<file path="src/rtl/uart_tx_arbiter.sv">
// Purpose: shares one UART transmitter between C_REQ byte sources. Arbitration is
//    round-robin per byte, or per frame while a requester holds a frame lock.
// Latency: reqValid sampled at edge N gives txSend/reqAck high for one cycle in N+1.
// Backpressure: a requester holds reqValid/reqData until its reqAck pulse; nothing
//    is sampled while the transmitter is starting or busy (WAIT_BUSY/WAIT_DONE).
//
// Ports:
//    rstb      async active-low reset
//    clk       system clock
//    reqValid  per-requester byte available
//    reqLast   per-requester last-byte-of-frame qualifier
//    reqData   packed bytes, requester k at [k*W +: W]
//    reqAck    one-cycle pulse, byte of requester k taken
//    txData    byte to transmitter, held from txSend until the next send
//    txSend    one-cycle send strobe
//    txBusy    transmitter busy
//    grant     index of current/last granted requester
//    locked    frame lock held by grant
//    tmoErr    one-cycle pulse on a start or lock timeout
module uart_tx_arbiter #(
   parameter int C_REQ        = 3,
   parameter int C_DATA_WIDTH = 8,
   parameter int C_LOCK_TMO   = 1_000_000,
   parameter int C_START_TMO  = 16
) (
   input  logic                          rstb,
   input  logic                          clk,
   input  logic [C_REQ-1:0]              reqValid,
   input  logic [C_REQ-1:0]              reqLast,
   input  logic [C_REQ*C_DATA_WIDTH-1:0] reqData,
   output logic [C_REQ-1:0]              reqAck,
   output logic [C_DATA_WIDTH-1:0]       txData,
   output logic                          txSend,
   input  logic                          txBusy,
   output logic [1:0]                    grant,
   output logic                          locked,
   output logic                          tmoErr
);

   localparam int C_LOCK_W  = (C_LOCK_TMO  > 1) ? $clog2(C_LOCK_TMO)  : 1;
   localparam int C_START_W = (C_START_TMO > 1) ? $clog2(C_START_TMO) : 1;

   typedef enum logic [1:0] {
      ST_IDLE      = 2'd0,
      ST_WAIT_BUSY = 2'd1,
      ST_WAIT_DONE = 2'd2,
      ST_LOCKED    = 2'd3
   } state_t;

   state_t                  state, stateNext;
   logic [1:0]              ptr, ptrNext;
   logic [1:0]              grantNext;
   logic                    lockedNext;
   logic [C_DATA_WIDTH-1:0] txDataNext;
   logic                    txSendNext;
   logic [C_REQ-1:0]        reqAckNext;
   logic                    tmoErrNext;
   logic [C_LOCK_W-1:0]     lockCnt, lockCntNext;
   logic [C_START_W-1:0]    startCnt, startCntNext;

   // Round-robin search: first valid requester in order ptr+1, ptr+2, ... mod C_REQ.
   // Bit tests use shifted masks so the index width never has to match C_REQ.
   logic [1:0] rrIdx;
   logic       rrHit;
   int         cand;

   always_comb begin
      rrIdx = ptr;
      rrHit = 1'b0;
      cand  = 0;
      for (int i = 1; i <= C_REQ; i++) begin
         cand = (int'(ptr) + i) % C_REQ;
         if (!rrHit && ((reqValid & (C_REQ'(1) << cand)) != '0)) begin
            rrHit = 1'b1;
            rrIdx = 2'(cand);
         end
      end
   end

   logic grantValid;
   assign grantValid = (reqValid & (C_REQ'(1) << grant)) != '0;

   logic                    doSend;
   logic [1:0]              selIdx;
   logic [C_DATA_WIDTH-1:0] selData;
   logic                    selLast;

   always_comb begin
      stateNext    = state;
      ptrNext      = ptr;
      grantNext    = grant;
      lockedNext   = locked;
      txDataNext   = txData;
      txSendNext   = 1'b0;
      reqAckNext   = '0;
      tmoErrNext   = 1'b0;
      lockCntNext  = lockCnt;
      startCntNext = startCnt;
      doSend       = 1'b0;
      selIdx       = grant;
      selData      = '0;
      selLast      = 1'b0;

      case (state)
         ST_IDLE: begin
            if (!txBusy && rrHit) begin
               doSend  = 1'b1;
               selIdx  = rrIdx;
               ptrNext = rrIdx;
            end
         end

         ST_WAIT_BUSY: begin
            if (txBusy) begin
               stateNext = ST_WAIT_DONE;
            end else if (startCnt >= C_START_W'(C_START_TMO - 1)) begin
               // Transmitter never started: the byte is already acked, so drop it.
               tmoErrNext = 1'b1;
               lockedNext = 1'b0;
               stateNext  = ST_IDLE;
            end else begin
               startCntNext = startCnt + C_START_W'(1);
            end
         end

         ST_WAIT_DONE: begin
            if (!txBusy) begin
               stateNext = locked ? ST_LOCKED : ST_IDLE;
            end
         end

         ST_LOCKED: begin
            // Only the lock holder is served; the stall counter runs only while
            // it has nothing to offer, never while the line is merely busy.
            if (grantValid) begin
               if (!txBusy) begin
                  doSend = 1'b1;
                  selIdx = grant;
               end
            end else if (lockCnt >= C_LOCK_W'(C_LOCK_TMO - 1)) begin
               tmoErrNext = 1'b1;
               lockedNext = 1'b0;
               stateNext  = ST_IDLE;
            end else begin
               lockCntNext = lockCnt + C_LOCK_W'(1);
            end
         end

         default: stateNext = ST_IDLE;
      endcase

      selData = C_DATA_WIDTH'(reqData >> (int'(selIdx) * C_DATA_WIDTH));
      selLast = (reqLast & (C_REQ'(1) << selIdx)) != '0;

      if (doSend) begin
         txDataNext   = selData;
         txSendNext   = 1'b1;
         reqAckNext   = C_REQ'(1) << selIdx;
         grantNext    = selIdx;
         lockedNext   = ~selLast;
         stateNext    = ST_WAIT_BUSY;
         startCntNext = '0;
         lockCntNext  = '0;
      end
   end

   always_ff @(posedge clk or negedge rstb) begin
      if (!rstb) begin
         state    <= ST_IDLE;
         ptr      <= 2'(C_REQ - 1);
         grant    <= '0;
         locked   <= 1'b0;
         txData   <= '0;
         txSend   <= 1'b0;
         reqAck   <= '0;
         tmoErr   <= 1'b0;
         lockCnt  <= '0;
         startCnt <= '0;
      end else begin
         state    <= stateNext;
         ptr      <= ptrNext;
         grant    <= grantNext;
         locked   <= lockedNext;
         txData   <= txDataNext;
         txSend   <= txSendNext;
         reqAck   <= reqAckNext;
         tmoErr   <= tmoErrNext;
         lockCnt  <= lockCntNext;
         startCnt <= startCntNext;
      end
   end

endmodule
</file>
<file path="config.mk">
export PLATFORM = sky130hd
export DESIGN_NAME = uart_tx_arbiter
export DESIGN_NICKNAME = d
export VERILOG_FILES = /design/src/rtl/uart_tx_arbiter.sv
export SDC_FILE = /design/constraint.sdc
export NUM_CORES = 1
export LEC_CHECK = 0
export CORE_MARGIN = 2
export CORE_UTILIZATION = 42
export CTS_CLUSTER_DIAMETER = 200
export DETAILED_ROUTE_END_ITERATION = 8
export HOLD_SLACK_MARGIN = 0.06
export PLACE_DENSITY = 0.79
export SETUP_SLACK_MARGIN = 0.5
export SYNTH_ARGS = -nofsm -noshare
export SYNTH_HDL_FRONTEND = slang
export SYNTH_SLANG_ARGS = --single-unit
</file>
<file path="constraint.sdc">
create_clock -name clk -period 2.6 [get_ports clk]
set_input_delay 0.52 -clock clk [delete_from_list [all_inputs] [get_ports clk]]
set_output_delay 0.52 -clock clk [all_outputs]
set_load 0.03 [all_outputs]
</file>
### Yosys cells after proc, flatten, opt, wreduce, memory -nomap -nowiden

Cells that the tools add are included.

* output and inout bits: 16
* flip-flop bits (word level): 44
* word-level logic and storage cells: 107
* bits of input ports: 33

* mux-type cells: 41
* bitwise gates (word level): 6
* $add $sub $neg: 5
* div/mod/pow operators: 3
* shift-type cells: 6
* eq/ne operators: 13
* $lt $le $gt $ge: 2
* reduce and logical (&&, ||, !) cells: 21

Operators by type and width (number)
* $mod 32x3->32 const B: 3
* $shl 1x32->3 const A: 3
* $mux 20: 4
* $mux 2: 12
* $shr 24x5->8: 1
* $add 20x1->20 const B: 1
* $ge 20x20->1 const B: 1
* $reduce_bool 3->1: 6
* $mux 1: 16
* $mux 4: 4
* $and 3x3->3: 5
* $ne 3x3->1 const B: 5
* $reduce_and 5->1: 2
* $add 2x2->3 const B: 2
* $pmux 1 s2: 3
* $pmux 2 s3: 1
* $reduce_and 3->1: 2
* $shl 1x2->3 const A: 2
* $add 4x1->4 const B: 1
* $eq 2x2->1 const B: 2
* $ge 4x4->1 const B: 1
* $ne 2x1->1 const B: 2
* $ne 2x2->1 const B: 2
* $ne 4x4->1 const B: 1
* 10 further kinds: 15

### Logic depth before layout (Yosys ltp)

* word-level depth: 20
* depth in mapped cells: 12
* gate-level depth less buffers: 9

### Least setup slack after synthesis

Ideal clock, no wire load.

* path kind: reg2reg
* from: reg ptr[1]
* to: reg txData[0]
* path slack: 0.026 ns
* period minus slack after synthesis: 2.574 ns
* arrival time: 2.436 ns
* cell stages (with the launch flop): 10
* path buffers: 2
* data required time: 2.462 ns
* library setup time: 0.138 ns
* cell sequence: dfstp_2 -> ha_1 -> buf_2 -> a222oi_1 -> mux2i_1 -> a21oi_2 -> o221ai_2 -> buf_2 -> mux2i_1 -> o211ai_1

* word-level cells in the longest chain between the ends: 16
* elaborated cells on any way between the ends: 31
* those cells by class: 3 x add/sub; 3 x div; 4 x shift; 10 x mux; 3 x bitwise; 8 x reduce/logical

RTL lines
* start, declared: line 51 `logic [1:0] ptr, ptrNext;`
* start signal, assigned: line 170 `ptr <= 2'(C_REQ - 1);`
* start signal, assigned: line 181 `ptr <= ptrNext;`
* $add 2x1->3: line 72 `cand = (int'(ptr) + i) % C_REQ;`
* $mod 32x3->32: line 72
* $shl 1x32->3: line 73 `if (!rrHit && ((reqValid & (C_REQ'(1) << cand)) != '0)) begin`
* $and 3x3->3: line 73
* $reduce_bool 3->1: line 73
* $mux 1: line 73
* $logic_not 1->1: line 73
* $logic_and 1x1->1: line 73
* $mux 1: line 73
* $logic_not 1->1: line 73
* $logic_and 1x1->1: line 73
* $mux 1: line 73
* $logic_and 1x1->1: line 106 `if (!txBusy && rrHit) begin`
* $mux 2: line 106
* $mux 2
* $shr 24x5->8: line 152 `selData = C_DATA_WIDTH'(reqData >> (int'(selIdx) * C_DATA_WIDTH));`
* end signal, assigned: line 184 `txData <= txDataNext;`
* end, declared: line 32 `output logic [C_DATA_WIDTH-1:0] txData,`

Parallel ways exist; a longest one is shown, timed or not.
A chain may end at the register's enable or synchronous reset.

### Worst setup path after layout

* from: reg ptr[0]
* to: reg locked

* word-level cells in the longest chain between the ends: 20
* elaborated cells on any way between the ends: 41
* those cells by class: 3 x add/sub; 3 x div; 4 x eq/ne; 4 x shift; 11 x mux; 5 x bitwise; 11 x reduce/logical

RTL lines
* $add 2x1->3: line 72
* $mod 32x3->32: line 72
* $shl 1x32->3: line 73
* $and 3x3->3: line 73
* $reduce_bool 3->1: line 73
* $mux 1: line 73
* $logic_not 1->1: line 73
* $logic_and 1x1->1: line 73
* (+4 left out)
* $logic_and 1x1->1: line 106
* $mux 2: line 106
* $mux 2
* $shl 1x2->3: line 153 `selLast = (reqLast & (C_REQ'(1) << selIdx)) != '0;`
* $and 3x3->3: line 153
* $reduce_bool 3->1: line 153
* $not 1->1: line 160 `lockedNext = ~selLast;`
* $mux 1: line 155 `if (doSend) begin`
* end signal, assigned: line 183 `locked <= lockedNext;`
* end, declared: line 36 `output logic locked,`

Parallel ways exist; a longest one is shown, timed or not.

==> metrics.cfg <==
[outcome]
outcome=finished with violations
violations=setup timing

[worst_setup_path]
critical_path.max_stage_delay_ns=0.46
end_kind=flip-flop
cp.required_ns=2.82
crit_buf_inv=2
cp-start-kind=flip-flop
crit_arrival_ns=2.83
rr_worst_depth=8
path_max_fanout=6
crit_type=reg2reg
cp_slowest_cell=dfrtp_1
rrSetupSlack_ns=-0.02
r2r-end=locked
path_delay_family=compound AO/OA/AOI/OAI gates
worstReg2RegStart=ptr[0]
crit_chain=inv_2 -> ha_4 -> buf_6 -> or4_4 -> o311a_1 -> a221o_2 -> a221o_1 -> o221ai_1

[floorplanning]
io_pins=49
die_h_um=88.5
initial_utilization_pct=43.9
rows=30
die_area_um2=7830
die_width_um=88.5
coreArea_um2=6830

[power]
p_sw_share_pct=42.6
clkPwrFrac_pct=12.3
vdd_drop_max_mv=0.662
internal_power_mw=2.49
total_power_mw=4.34
p_leak_nw=1.82
sequentialPowerShare_pct=22.8
p_comb_share_pct=64.9
p_switching_mw=1.85
power_density_nw_per_um2=1020

[timing]
period_share_pct=101
period_needed_ns=2.62
fin_worst_skew_ns=0.00993
drv_slew=0
setup_violations=1
setup_slack_ns=-0.0155
finalHoldViolations=0
timing.fmax_mhz=382
rsz0062_at_grt=true
worstMarginPinSlew_ns=0.689
max_slew_margin_pct=54.1

[clocking]
holdBufCountCts=0
cts_root_buf=clkbuf_8
cts_tree=yes
cts_inserted_buffers=5
numClockSinks=44
clk_latency_ns=0.30
clk_pin_slew_worst_paths_ns=0.09
h-tree-depth=2
clock_path_buffers=2

[cells_and_area]
fin_cells=509
area_growth_pct=41.6
drive_above_1_share_pct=25.2
nets=455
diodes=0

[drt]
drt-pass1-iter-count=5
post_drt_wl_per_cell_um=16.6
via_per_inst=5.71
drt_drc_violations_left=0
drt.antenna.violating_nets=0
vias=2908
finalWirelength_mm=8.44
drt_iter0_drc=232

[place]
portBuffers=48
dp_slack_ns=-0.193
dp.cells=477
gp_congestion=0.888
dp_hpwl_mm=5.25

[logic_synthesis]
yosysTopAreaCell=dfrtp_1
syn_avg_cell_area_um2=9.25
synth-warning-count=0
netlist_top_cells_count=43 x dfrtp_1, 43 x nand2_1, 26 x mux2i_1
synth_top_area_share_pct=35.9
synth-edff-count=0
synth.area.top_cells=dfrtp_1 36%, mux2i_1 8.7%, nand2_1 5.4%
synthesis.nets=367
postSynth.asyncResetShare_pct=100
synth_cells=324
ys.flop_type=dfrtp_1
synth_cell_types=59
ys_seq_elements=44
netlist_area_um2=3000
synth-seq-area-share_pct=36.8

[grt]
antenna_found_initial=0
grt_overflow=0
grt_first_pass_wirelength_mm=13.2
grt_pass1_vias=2731
grt_usage_pct=21.2
top_usage_layer=met2
grtUsageMet3_pct=3.36
grt_util_met2_pct=35.1
use_met1_pct=29.5
grt_max_degree=30

[hold_path]
min_path_type=in2async

[run]
drv_cap=0

[worst reg2reg max path: stages (launching register included)]
cell and delay, ns:
dfrtp_1 0.46, inv_2 0.10, ha_4 0.27, buf_6 0.12
or4_4 0.46, o311a_1 0.14, a221o_2 0.46, a221o_1 0.37
o221ai_1 0.15
[per-layer routing]
layer | up-vias | routed length (um)
met5 | - | 0
met4 | 0 | 64
met3 | 8 | 408
met2 | 105 | 4190
met1 | 1417 | 3770
li1 | 1378 | -
[area by class of cell]
class / instances / area, um^2
inverter: 15 / 58.8
clock inverter: 2 / 35.0
fill: 573 / 2590
sequential: 44 / 1100
clock buffer: 6 / 72.6
timing repair buffer: 100 / 958
tap: 96 / 120
multi-input combinational: 246 / 1900
[how the worst max path moves through the flow]
stage,slack [ns],startpoint,end,cells after the start
5_1_grt,-0.13,ptr[0],locked,9
3_3_place_gp,-0.10,reqValid[1],txData[1],8
3_5_place_dp,-0.19,reqValid[1],txData[0],8
2_1_floorplan,0.13,ptr[1],txData[0],9
4_1_cts,0.1,ptr[1],txData[1],10
6_report,-0.02,ptr[0],locked,8
[layout by cell type (no fill, tap or decap), drive strengths merged, types with 3 or more instances in the layout]
master and n:
nand4 4, o21ai 12, ha 10, dfrtp 43
nor3 3, or4 5, or3 4, dlygate4sd2 4
xor2 5, buf 51, o211ai 10, clkbuf 7
nand2 43, mux2i 26, nor4 14, and3 6
inv 15, nand2b 11, nand4b 8, a21oi 12
nor2 10, clkdlybuf4s50 43, nand3 22, o31ai 5
[kinds of logic after synthesis]
kind of cell | synth area share, %
simple gates | 28.3
compound gates | 15.1
flops | 36.8
buf+inv | 5.18
mux | 9.06
fa+ha+maj | 4.18
xor+xnor | 1.46
[state kept, by name, summed over array words and instances, names as in the netlist]
signal / cells
state: 2
reqAck: 3
grant: 2
txData: 8
ptr: 2
lockCnt: 20
tmoErr: 1
txSend: 1
startCnt: 4
locked: 1
[power groups by stage]
| stage | logic, mW | registers [mW] | clock network, mW |
|---|---|---|---|
| after global routing | 2.99 | 1.01 | 0.572 |
| after global placement | 2.03 | 0.989 | 0 |
| after detailed placement | 2.10 | 0.991 | 0 |
| final | 2.82 | 0.988 | 0.534 |
| after CTS | 2.47 | 0.980 | 0.535 |
| after floorplan | 1.30 | 1.13 | 0 |
[through the flow]
stage	hold WS [ns]	setup TNS, ns	instance area [um^2]	utilization (%)
3_3_place_gp	0.484	-1.21	3740	54.7
2_1_floorplan	0.224	0	3070	-
4_1_cts	0.272	0	4110	60.1
6_report	0.250	-0.0155	4240	62.1
3_5_place_dp	0.490	-2.69	3740	54.7
5_1_grt	0.299	-0.722	4240	62.1
[repair_timing]
item	CTS	global route
endpoints found under the setup margin	39	41
cloned	3	2
resized for setup	28	21
buffers inserted	13	6
pin swaps	6	7
(Power assumes the default switching activity.)
